File: src/rtl/wash_pkg.sv
// -----------------------------------------------------------------------------
// wash_pkg -- shared definitions for the washing-machine sequencer.
//   wash_state_e : sequencer states (IDLE, FWD, STOP1, REV, STOP2, SPIN, DONE)
//   MOTOR_*      : 2-bit motor drive codes
//   motor_code() : motor code that a state drives when not paused
//   is_busy()    : true for every state except IDLE and DONE
//   max_int()    : integer max, used to size the phase counter
// -----------------------------------------------------------------------------
package wash_pkg;

    typedef enum logic [2:0] {
        ST_IDLE  = 3'd0,
        ST_FWD   = 3'd1,
        ST_STOP1 = 3'd2,
        ST_REV   = 3'd3,
        ST_STOP2 = 3'd4,
        ST_SPIN  = 3'd5,
        ST_DONE  = 3'd6
    } wash_state_e;

    localparam logic [1:0] MOTOR_STOP = 2'b00;
    localparam logic [1:0] MOTOR_FWD  = 2'b01;
    localparam logic [1:0] MOTOR_REV  = 2'b10;
    localparam logic [1:0] MOTOR_SPIN = 2'b11;

    function automatic logic [1:0] motor_code(input wash_state_e s);
        logic [1:0] m;
        m = MOTOR_STOP;
        case (s)
            ST_FWD:  m = MOTOR_FWD;
            ST_REV:  m = MOTOR_REV;
            ST_SPIN: m = MOTOR_SPIN;
            default: m = MOTOR_STOP;
        endcase
        return m;
    endfunction

    function automatic logic is_busy(input wash_state_e s);
        return !((s == ST_IDLE) || (s == ST_DONE));
    endfunction

    function automatic int max_int(input int a, input int b);
        return (a > b) ? a : b;
    endfunction

endpackage

File: src/rtl/sec_tick.sv
// -----------------------------------------------------------------------------
// sec_tick -- one-second prescaler.
//   Counts enabled clocks and raises tick (combinational, one cycle) on the
//   CLK_HZ-th enabled clock, then wraps. clr forces the count back to zero and
//   suppresses tick. Holding en low freezes the count, so a paused run resumes
//   mid-second exactly where it stopped.
// Ports:
//   clk, rst_n : clock, asynchronous active-low reset
//   clr        : synchronous clear of the count
//   en         : count enable (unpaused running clock)
//   tick       : end-of-second strobe
// -----------------------------------------------------------------------------
module sec_tick #(
    parameter int CLK_HZ = 40000
) (
    input  logic clk,
    input  logic rst_n,
    input  logic clr,
    input  logic en,
    output logic tick
);

    localparam int CW = (CLK_HZ > 1) ? $clog2(CLK_HZ) : 1;
    localparam logic [CW-1:0] LAST = CW'(CLK_HZ - 1);

    logic [CW-1:0] cnt;

    assign tick = en && !clr && (cnt == LAST);

    always_ff @(posedge clk or negedge rst_n) begin
        if (!rst_n) begin
            cnt <= '0;
        end else if (clr) begin
            cnt <= '0;
        end else if (en) begin
            cnt <= (cnt == LAST) ? '0 : cnt + CW'(1);
        end
    end

endmodule

File: src/rtl/wash_seq_ctrl.sv
// -----------------------------------------------------------------------------
// wash_seq_ctrl -- washing-machine wash-cycle sequencer.
//   A rising start edge in IDLE/DONE (wash_time != 0) begins a run that cycles
//   FWD -> STOP1 -> REV -> STOP2 -> FWD, one second per prescaler tick, until
//   the wash-seconds budget runs out, then goes to DONE (or through SPIN first
//   when WASH_SPIN_EN is defined). pause freezes everything, abort cancels.
//   All outputs are registered.
// Build option:
//   WASH_SPIN_EN : when defined, a SPIN_S-second spin (motor 11) follows the
//                  wash; when undefined the run ends straight in DONE.
// Ports:
//   clk, rst_n : clock, asynchronous active-low reset
//   start      : run request, rising edge only
//   pause      : level, freezes the run
//   abort      : level, cancels the run (highest priority)
//   wash_time  : wash seconds, sampled on the accepted start edge
//   motor      : 00 stop, 01 forward, 10 reverse, 11 spin
//   compl_n    : low in DONE until the next accepted start or abort
//   busy       : high in every state but IDLE/DONE
//   remain     : wash seconds left
// -----------------------------------------------------------------------------
module wash_seq_ctrl
    import wash_pkg::*;
#(
    parameter int CLK_HZ = 40000,
    parameter int TW     = 12,
    parameter int FWD_S  = 20,
    parameter int STOP_S = 10,
    parameter int REV_S  = 20,
    parameter int SPIN_S = 30
) (
    input  logic          clk,
    input  logic          rst_n,
    input  logic          start,
    input  logic          pause,
    input  logic          abort,
    input  logic [TW-1:0] wash_time,
    output logic [1:0]    motor,
    output logic          compl_n,
    output logic          busy,
    output logic [TW-1:0] remain
);

    // Phase counter is sized for the longest phase, spin included.
    localparam int PMAX = max_int(max_int(FWD_S, STOP_S), max_int(REV_S, SPIN_S));
    localparam int PW   = $clog2(PMAX + 1);

    wash_state_e   state, state_nx;
    logic [PW-1:0] phase_cnt, phase_nx;
    logic [TW-1:0] remain_nx;
    logic [1:0]    motor_nx;
    logic          compl_nx;
    logic          busy_nx;
    logic          start_q;
    logic          start_rise;
    logic          tick;
    logic          tick_en;
    logic          presc_clr;

    assign start_rise = start && !start_q;

    // Only unpaused, un-aborted clocks in a running state count toward a second.
    assign tick_en = is_busy(state) && !pause && !abort;

    sec_tick #(
        .CLK_HZ (CLK_HZ)
    ) u_sec_tick (
        .clk   (clk),
        .rst_n (rst_n),
        .clr   (presc_clr),
        .en    (tick_en),
        .tick  (tick)
    );

    always_comb begin
        state_nx  = state;
        phase_nx  = phase_cnt;
        remain_nx = remain;
        compl_nx  = compl_n;
        presc_clr = 1'b0;

        if (abort) begin
            state_nx  = ST_IDLE;
            phase_nx  = '0;
            remain_nx = '0;
            compl_nx  = 1'b1;
            presc_clr = 1'b1;
        end else begin
            case (state)
                ST_IDLE, ST_DONE: begin
                    // Keep the prescaler at zero so a new run starts on a
                    // full second.
                    presc_clr = 1'b1;
                    if (start_rise && (wash_time != '0)) begin
                        state_nx  = ST_FWD;
                        phase_nx  = PW'(FWD_S);
                        remain_nx = wash_time;
                        compl_nx  = 1'b1;
                    end
                end
                ST_SPIN: begin
                    if (tick) begin
                        if (phase_cnt == PW'(1)) begin
                            state_nx = ST_DONE;
                            phase_nx = '0;
                            compl_nx = 1'b0;
                        end else begin
                            phase_nx = phase_cnt - PW'(1);
                        end
                    end
                end
                default: begin
                    if (tick) begin
                        remain_nx = remain - TW'(1);
                        // Running out of wash time ends the run from any phase.
                        if (remain == TW'(1)) begin
`ifdef WASH_SPIN_EN
                            state_nx = ST_SPIN;
                            phase_nx = PW'(SPIN_S);
`else
                            state_nx = ST_DONE;
                            phase_nx = '0;
                            compl_nx = 1'b0;
`endif
                        end else if (phase_cnt == PW'(1)) begin
                            case (state)
                                ST_FWD:   begin state_nx = ST_STOP1; phase_nx = PW'(STOP_S); end
                                ST_STOP1: begin state_nx = ST_REV;   phase_nx = PW'(REV_S);  end
                                ST_REV:   begin state_nx = ST_STOP2; phase_nx = PW'(STOP_S); end
                                default:  begin state_nx = ST_FWD;   phase_nx = PW'(FWD_S);  end
                            endcase
                        end else begin
                            phase_nx = phase_cnt - PW'(1);
                        end
                    end
                end
            endcase
        end

        busy_nx  = is_busy(state_nx);
        // A paused run keeps its state but the motor is held stopped.
        motor_nx = (pause && busy_nx) ? MOTOR_STOP : motor_code(state_nx);
    end

    always_ff @(posedge clk or negedge rst_n) begin
        if (!rst_n) begin
            state     <= ST_IDLE;
            phase_cnt <= '0;
            remain    <= '0;
            motor     <= MOTOR_STOP;
            compl_n   <= 1'b1;
            busy      <= 1'b0;
            start_q   <= 1'b0;
        end else begin
            state     <= state_nx;
            phase_cnt <= phase_nx;
            remain    <= remain_nx;
            motor     <= motor_nx;
            compl_n   <= compl_nx;
            busy      <= busy_nx;
            start_q   <= start;
        end
    end

endmodule

File: config.mk
export PLATFORM = sky130hd
export DESIGN_NAME = wash_seq_ctrl
export DESIGN_NICKNAME = d
export VERILOG_FILES = /design/src/rtl/wash_pkg.sv /design/src/rtl/sec_tick.sv /design/src/rtl/wash_seq_ctrl.sv
export SDC_FILE = /design/constraint.sdc
export NUM_CORES = 1
export LEC_CHECK = 0
export CAP_MARGIN = 20
export CORE_ASPECT_RATIO = 1.2
export CORE_MARGIN = 2
export CORE_UTILIZATION = 40
export DETAILED_ROUTE_END_ITERATION = 10
export GPL_TIMING_DRIVEN = 0
export PLACE_DENSITY = 0.66
export SYNTH_ARGS = -nofsm -noshare
export SYNTH_HDL_FRONTEND = slang
export SYNTH_SLANG_ARGS = --single-unit
File: constraint.sdc
create_clock -name clk -period 7.4 [get_ports clk]
set_clock_uncertainty 0.15 [all_clocks]
set_input_delay 1.48 -clock clk [delete_from_list [all_inputs] [get_ports clk]]
set_output_delay 1.48 -clock clk [all_outputs]
set_load 0.03 [all_outputs]
Word level (Yosys, flattened, before mapping):

Cells that the tools add are included.

* flip-flop bits (word level): 41
* bits in latches: 0
* RAM bits: 0
* bits in read-only memories: 0
* input bits: 17
* output and inout port bits: 16
* memories kept: 0

* $add $sub $neg: 3
* multiply operators: 0
* divide/modulo/power cells: 0
* order comparisons: 0
* equality and inequality tests: 16
* shift-type cells: 0
* multiplexer cells: 36
* bitwise logic cells: 0
* reduce and logical (&&, ||, !) cells: 26

Operators by type and width (number)
* 2-to-1 mux 16 bit: 3
* 2-to-1 mux 5 bit: 8
* 2-to-1 mux 12 bit: 3
* one-hot mux 12 bit (2 select lines): 1
* 2-to-1 mux 3 bit: 7
* adder 16 x 1 -> 16 bit (second input constant): 1
* == test 16 bit (second input constant): 1
* == test 12 x 1 -> 1 bit (second input constant): 1
* == test 3 bit (second input constant): 4
* nonzero test 12 bit: 1
* subtractor 12 x 1 -> 12 bit (second input constant): 1
* one-hot mux 5 bit (2 select lines): 1
* == test 3 x 2 -> 1 bit (second input constant): 3
* inequality test 3 bit (second input constant): 3
* one-hot mux 3 bit (3 select lines): 1
* 2-to-1 mux 1 bit: 8
* logical AND 1 bit: 7
* == test 3 x 1 -> 1 bit (second input constant): 2
* logical NOT 1 bit: 6
* logical NOT 3 bit: 2
* one-hot mux 2 bit (3 select lines): 1
* one-hot mux 3 bit (2 select lines): 1
* AND reduction 3 bit: 2
* == test 5 x 1 -> 1 bit (second input constant): 1
* 10 further kinds: 12

Logic depth before layout (Yosys ltp):

Gate-level depths: netlist of run 1.

* depth after elaboration: 15
* mapped depth: 9
* depth with buffers taken out: 8

Cells and area by module:

A second synthesis of run 1 with hierarchy kept.

* cell total of the unflattened synthesis: 318
* area, all modules: 2712.6 µm²

Modules (own cells, without submodules)
* wash_seq_ctrl: times used 1, cells an instance 217, area each 1749.2 µm²
* sec_tick: times used 1, cells an instance 101, area each 963.4 µm²

Worst setup path after synthesis of run 1:

OpenSTA, ideal clock, no wires.

* kind: input to register
* start: in wash_time[10]
* end: reg motor[1]
* setup time: 0.087 ns
* arrival: 3.306 ns
* data required time: 7.163 ns
* slack: 3.857 ns
* stages: 6
* buffers on the path: 0
* path through: or4_1 o31ai_1 a21oi_1 a221o_1 or3_1 a211oi_2

* cells in the longest elaborated chain, start to end: 10
* elaborated cells on any way between the ends: 15
* classes of those cells: eq/ne (4); mux (5); reduce/logical (6)

RTL lines
* start, declared: line wash_seq_ctrl.sv:37 `input logic [TW-1:0] wash_time,`
* nonzero test 12 bit *: line wash_seq_ctrl.sv:94 `if (start_rise && (wash_time != '0)) begin`
* logical AND 1 bit *: line wash_seq_ctrl.sv:94
* 2-to-1 mux 3 bit *: line wash_seq_ctrl.sv:94
* one-hot mux 3 bit (2 select lines) *: line wash_seq_ctrl.sv:89 `case (state)`
* 2-to-1 mux 3 bit *: line wash_seq_ctrl.sv:82 `if (abort) begin`
* == test 3 bit or logical NOT 3 bit (tied branches): line wash_pkg.sv:39 `return !((s == ST_IDLE) || (s == ST_DONE));`
* logical OR 1 bit: line wash_pkg.sv:39
* logical NOT 1 bit: line wash_pkg.sv:39
* logical AND 1 bit: line wash_seq_ctrl.sv:142 `motor_nx = (pause && busy_nx) ? MOTOR_STOP : motor_code(state_nx);`
* 2-to-1 mux 2 bit *: line wash_seq_ctrl.sv:142
* named net motor_nx[1]: line wash_seq_ctrl.sv:51 `logic [1:0] motor_nx;`
* end signal, assigned: line wash_seq_ctrl.sv:158 `motor <= motor_nx;`
* end, declared: line wash_seq_ctrl.sv:38 `output logic [1:0] motor,`

Mark *: on every way through the listed nets, which the timed path passes. The rest lies on a longest branch.
A chain may end at the register's enable or synchronous reset.

Final worst setup path of run 1:

Ends and elaborated chain as after synthesis.

==> results.md, run 1 <==
- Status: finished clean
- Commonest non-fill, non-tap cell in the layout: dfrtp_1
- RSZ-0062 raised after global routing: false
- Post-synth EDFFs: 0
- HPWL after detailed placement: 5070 µm
- Register bit count reported by yosys: 41
- Final hold vios: 0
- Postcts setup bufs: 0
- Post-CTS sizing: 0
- Crit path capture type: flip-flop
- Clk slew on worst S/H paths: 0.07 ns
- Slew @ Worst Pin: 0.937 ns
- Commonest non-fill, non-tap cells in the layout: dfrtp_1, nor2_1, o21ai_0, clkdlybuf4s50_1, nand2_1
- P_leak: 0.00129 µW
- PortBufs: 31
- Residual DRC count: 0
- H-tree Lvls: 2
- Critical path type: input port to flip-flop
- Setup crit start kind: input port
- Fin crit period: 3.89 ns
- Drt via density: 5.78
- Sequential element share of the synthesized area: 38.8%
- Pwr dens: 416 nW/µm²
- Antenna-violating nets left: 0
- Die width: 78.3 µm
- Ant. Diodes: 0
- Synth Flop Type: dfrtp_1
- M2 GR Usage: 33.4%
- Root Buffer: clkbuf_8
- CTS sink cnt: 41
- Rel. slew slack: 36.7%
- Initial antenna violation count: 0
- # fillers: 619
- Final setup vio count: 0
- Iteration-0 DRC Markers: 143
- GR peak layer: met2
- Final Max Slew Viols: 0
- First-pass GRT wire length: 11500 µm
- WP data arrival: 3.95 ns
- Area Overhead vs Synth: 19.6%
- Cell area after placement: 3080 µm²
- Starting density of the core: 41.3%
- Synth unique cells: 56
- Global-route track usage on met3: 3.38%
- Hold Buf Count CTS: 0
- Average wire per standard cell: 15.7 µm
- TritonRoute pass-1 iters: 4
- CTS tree: built
- Layout cells sized above 1: 8.62%
- Hold Path Class: flip-flop to flip-flop
- CTS Buf Count: 5
- GR Layer Usage met1: 26.0%
- Cell Area, Synth: 2650 µm²
- GR Overflow Total: 0
- Peak Freq: 257 MHz
- Final period utilization: 52.6%
- Total power: 1320 µW
- Syn Area/Cell: 8.57 µm²
- Synth warn: 0
- Critical path required time: 7.46 ns
- Clock Path Buffers: 2
- Pin count of the biggest net entering global routing: 28
- Die area: 7290 µm²
- Vias: 2504
- Final Cell Area: 3170 µm²
- Share of flip-flops with an asynchronous set or reset: 100%
- Die Y: 93.1 µm
- Vias in the first global route: 2376
- Core area: 6410 µm²
- Rows: 32
- WL final: 6790 µm
- Final TNS setup: 0 ns
- Fin nets: 370
- GRT Total Usage: 19.8%
- CP Max Fanout: 3
- Peak VDD IR: 159 µV
- Syn_nets: 331
- Ports: 33
- Mapped Cells: 309
- Placer Congestion: 0.895
- Worst skew pair latency: 0.30 ns
- Max Cap Violations: 0
cells by family (layout without fill, tap and decap cells):
group                      Yosys count  after routing  share of synthesized area, %
AOI/OAI and AO/OA                  105            105                          26.3
xor gates and xnor gates             7              7                          2.32
adders and majority gates            5              5                          2.36
buffers and inverters               21             60                          4.06
DFF                                 41             41                          38.8
muxes                                1              1                         0.425
and+or+nand+nor                    129            129                          25.7
state kept, by name, summed over array words and instances, names as in the netlist:
register	flops
busy	1
compl_n	1
motor	2
phase_cnt	5
remain	12
start_q	1
state	3
u_sec_tick.cnt	16
layout make-up:
class | instances | area (µm²) | share of cell area [%]
Tap cell | 85 | 106 | 3.36
Multi-Input combinational cell | 247 | 1510 | 47.8
Timing Repair Buffer | 32 | 325 | 10.3
Sequential cell | 41 | 1030 | 32.5
Inverter | 8 | 30.0 | 0.949
Buffer | 13 | 77.6 | 2.45
Clock buffer | 7 | 86.3 | 2.73
cells in the mapped netlist (all sizes together), types with 5 or more instances:
master / instances / area share [%]
or4: 7 / 2.1
and3: 7 / 1.7
a21oi: 26 / 4.9
dfrtp: 40 / 38
nand3: 10 / 1.9
nor3: 10 / 2.1
nor2: 33 / 4.7
o31ai: 7 / 2.2
o21ai: 32 / 6.2
or3: 8 / 1.9
inv: 8 / 1.1
ha: 5 / 2.4
clkbuf: 8 / 1.5
a22o: 6 / 2.0
o22ai: 5 / 1.2
nand2: 29 / 4.1
nor4: 5 / 1.4
buf: 5 / 1.4
metrics by stage:
stage | util, % | setup WS [ns] | hold slack, ns | cells
5_1_grt | 49.4 | 3.37 | 0.403 | 433
2_1_floorplan | - | 3.86 | 0.314 | 309
4_1_cts | 49.4 | 3.53 | 0.359 | 433
3_5_place_dp | 48.1 | 3.23 | 0.348 | 426
3_3_place_gp | 47.8 | 3.23 | 0.347 | 425
6_report | 49.4 | 3.51 | 0.353 | 433
worst paths after layout:
path | start | endpoint | slack (ns) | depth (start not counted)
min | u_sec_tick.cnt[5] | u_sec_tick.cnt[5] | 0.35 | 1
min reg2reg | u_sec_tick.cnt[5] | u_sec_tick.cnt[5] | 0.35 | 1
min in group asynchronous | rst_n | remain[8] | 0.94 | 1
max in group asynchronous | rst_n | u_sec_tick.cnt[1] | 5.70 | 2
max | wash_time[10] | motor[1] | 3.51 | 7
max reg2reg | phase_cnt[1] | motor[1] | 4.46 | 8
layer usage:
metal  vias up  share of wire [%]
met3        11                3.9
li1       1240                  -
met1      1203                 45
met2        50                 49
met4         0                1.5
met5         -                  0
critical path: stages:
cell             delay, ns
clkdlybuf4s50_1       0.42
or4_1                 0.58
o31ai_1               0.35
a21oi_1               0.12
a221o_1               0.35
or3_1                 0.42
a211oi_2              0.22
power breakdown:
group,internal (µW),switching [µW]
sequential,282,67.7
clock,74.1,78.2
combinational,315,501
Note: power is estimated with default switching activity, not from simulation.
==> run 2, diff against run 1 <==
--- a/config.mk
+++ b/config.mk
@@ -11,7 +11,7 @@
 export CORE_UTILIZATION = 40
 export DETAILED_ROUTE_END_ITERATION = 10
 export GPL_TIMING_DRIVEN = 0
-export PLACE_DENSITY = 0.66
+export PLACE_DENSITY = 0.68
 export SYNTH_ARGS = -nofsm -noshare
 export SYNTH_HDL_FRONTEND = slang
 export SYNTH_SLANG_ARGS = --single-unit
==> constraint.sdc (replaced) <==
create_clock -name clk -period 3.3 [get_ports clk]
set_clock_uncertainty 0.15 [all_clocks]
set_input_delay 0.66 -clock clk [delete_from_list [all_inputs] [get_ports clk]]
set_output_delay 0.66 -clock clk [all_outputs]
set_load 0.03 [all_outputs]
==> results.md, run 2 (synthesis gave the netlist of run 1 again) <==
- Area Overhead vs Synth: 19.7% (was 19.6%)
- Pre-CTS WS: -0.0643 ns (was 3.23 ns)
- GR Overflow Total: 0 (unchanged)
- Final Cell Area: 3170 µm² (about the same)
- Max Cap Violations: 0 (unchanged)
- CTS tree: built (unchanged)
- Fin crit period: 3.06 ns
- Final Max Slew Viols: 0 (unchanged)
- Ports: 33 (unchanged)
- Status: finished clean (unchanged)
- Vias: 2537 (was 2504)
- # fillers: 621 (was 619)
- Drt via density: 5.85 (was 5.78)
- Cell Count Post-Placement: 426 (unchanged)
- Starting density of the core: 41.3% (unchanged)
- Pwr dens: 927 nW/µm² (was 416 nW/µm²)
- Pin count of the biggest net entering global routing: 24 (was 28)
- Fin nets: 370 (unchanged)
- HPWL after detailed placement: 5110 µm (was 5070 µm)
- Final Non-Filler Cells: 434 (was 433)
- Die Y: 93.1 µm (unchanged)
- Final period utilization: 92.8%
- P_leak: 0.00130 µW (was 0.00129 µW)
- CTS Buf Count: 5 (unchanged)
- Peak Freq: 326 MHz
- Clock power share: 11.0% (was 11.6%)
- Final hold vios: 0 (unchanged)
- Max reg flops: 16 (unchanged)
- Clock Path Buffers: 2 (unchanged)
- Peak VDD IR: 356 µV (was 159 µV)
- TritonRoute pass-1 iters: 4 (unchanged)
- WL final: 6860 µm (was 6790 µm)
- Crit path capture type: flip-flop (unchanged)
- Gate power share: 62.3% (was 61.9%)
- Ant. Diodes: 0 (unchanged)
- FF+latch area: 1030 µm² (unchanged)
- Commonest non-fill, non-tap cells in the layout: dfrtp_1, nor2_1, o21ai_0, clkdlybuf4s50_1, nand2_1 (unchanged)
- Commonest non-fill, non-tap cell in the layout: dfrtp_1 (unchanged)
- CTS sink cnt: 41 (unchanged)
- Final setup vio count: 0 (unchanged)
- Critical path required time: 3.36 ns (was 7.46 ns)
- RSZ-0062 raised after global routing: false (unchanged)
- H-tree Lvls: 2 (unchanged)
- Largest Register: u_sec_tick.cnt (unchanged)
- Core area: 6410 µm² (unchanged)
- Die area: 7290 µm² (unchanged)
- Hold Path Class: input port to async pin (was flip-flop to flip-flop)
- First-pass GRT wire length: 11500 µm (about the same)
- Initial antenna violation count: 0 (unchanged)
- Cell area after placement: 3090 µm² (was 3080 µm²)
- PortBufs: 31 (unchanged)
- Antenna-violating nets left: 0 (unchanged)
- NetSw: 1450 µW (was 647 µW)
- Residual DRC count: 0 (unchanged)
- Switching Fraction: 49.4% (was 49.1%)
- Rel. slew slack: 39.3% (was 36.7%)
- Layout cells sized above 1: 8.88% (was 8.62%)
- Post-CTS sizing: 0 (unchanged)
- Setup crit start kind: input port (unchanged)
- Reg power frac: 26.7% (was 26.6%)
- Clk slew on worst S/H paths: 0.08 ns (was 0.07 ns)
- Hold Buf Count CTS: 0 (unchanged)
- Setup ws final: 0.237 ns (was 3.51 ns)
- GRT Total Usage: 19.7% (was 19.8%)
- Root Buffer: clkbuf_8 (unchanged)
- Slew @ Worst Pin: 0.898 ns (was 0.937 ns)
- Die width: 78.3 µm (unchanged)
- Rows: 32 (unchanged)
- Final TNS setup: 0 ns (unchanged)
- Postcts setup bufs: 0 (unchanged)
- Internal power: 1490 µW (was 671 µW)
- Vias in the first global route: 2395 (was 2376)
- Average wire per standard cell: 15.8 µm (was 15.7 µm)
- Critical path type: input port to flip-flop (unchanged)
- Worst skew pair latency: 0.29 ns (was 0.30 ns)
- CP Max Fanout: 3 (unchanged)
- WP data arrival: 3.13 ns (was 3.95 ns)
- Biggest regs: u_sec_tick.cnt (16), remain (12), phase_cnt (5) (unchanged)
- Multi-input gate area: 1510 µm² (unchanged)
- Iteration-0 DRC Markers: 115 (was 143)
- Placer Congestion: 0.863 (was 0.895)
run 2: cell types whose count changed in the layout (fill, tap and decap cells not counted), sizes merged:
cell,before,now
clkbuf,15,14
clkinv,0,2
run 2: area by class of cell:
cell class	instances	area share, %
inverter	8	0.947
sequential	41	32.4
clock inverter	2	0.316
buffer	13	2.45
timing repair buffer	32	10.5
tap	85	3.36
clock buffer	6	2.29
multi-input combinational	247	47.7
run 2: worst max-delay path, cell delays in order:
cell	delay [ns]
clkdlybuf4s50_1	0.43
or4_1	0.59
o31ai_1	0.35
a21oi_1	0.11
a221o_1	0.36
or3_1	0.41
a211oi_2	0.22
run 2: routing by layer:
metal  global-route usage (%)  up-vias  share of wire, %  wire [µm]
met5                        0        -                 0          0
met4                     6.87        0               1.8        122
met3                     2.99       13               3.6        246
met2                     32.8       62                50       3430
met1                     26.0     1213                45       3060
li1                         -     1249                 -          -
run 2: stage by stage:
step	total power [µW]	utilization (%)	hold slack [ns]
finish	2940	49.5	0.169
global placement	2570	47.8	0.340
floorplan	2080	-	0.214
detailed placement	2610	48.2	0.365
CTS	2930	49.5	0.190
global route	3190	49.5	0.202
run 2: power by group through the flow:
| stage | combinational [µW] | clock [µW] | sequential (µW) |
|---|---|---|---|
| final | 1830 | 324 | 784 |
| after global routing | 2030 | 358 | 808 |
| after CTS | 1820 | 333 | 784 |
| after detailed placement | 1810 | 0 | 793 |
| after global placement | 1780 | 0 | 791 |
| after floorplan | 1160 | 0 | 922 |
run 2: path summary, 6_finish.rpt:
path,end,cells after the start,start,slack [ns]
max in group asynchronous,compl_n,2,rst_n,2.28
worst min-delay path,remain[4],1,rst_n,0.17
worst max register to register,motor[1],8,phase_cnt[1],0.34
worst max-delay path,motor[1],7,wash_time[10],0.24
worst min register to register,u_sec_tick.cnt[12],1,u_sec_tick.cnt[12],0.37
min in group clk,u_sec_tick.cnt[12],1,u_sec_tick.cnt[12],0.37
==> run 3, diff against run 2 <==
--- a/config.mk
+++ b/config.mk
@@ -12,6 +12,7 @@
 export DETAILED_ROUTE_END_ITERATION = 10
 export GPL_TIMING_DRIVEN = 0
 export PLACE_DENSITY = 0.68
+export SKIP_CTS_REPAIR_TIMING = 1
 export SYNTH_ARGS = -nofsm -noshare
 export SYNTH_HDL_FRONTEND = slang
 export SYNTH_SLANG_ARGS = --single-unit
==> results of run 3 <==
Same layout as run 2: the final DEF is identical, and so are final timing and power.
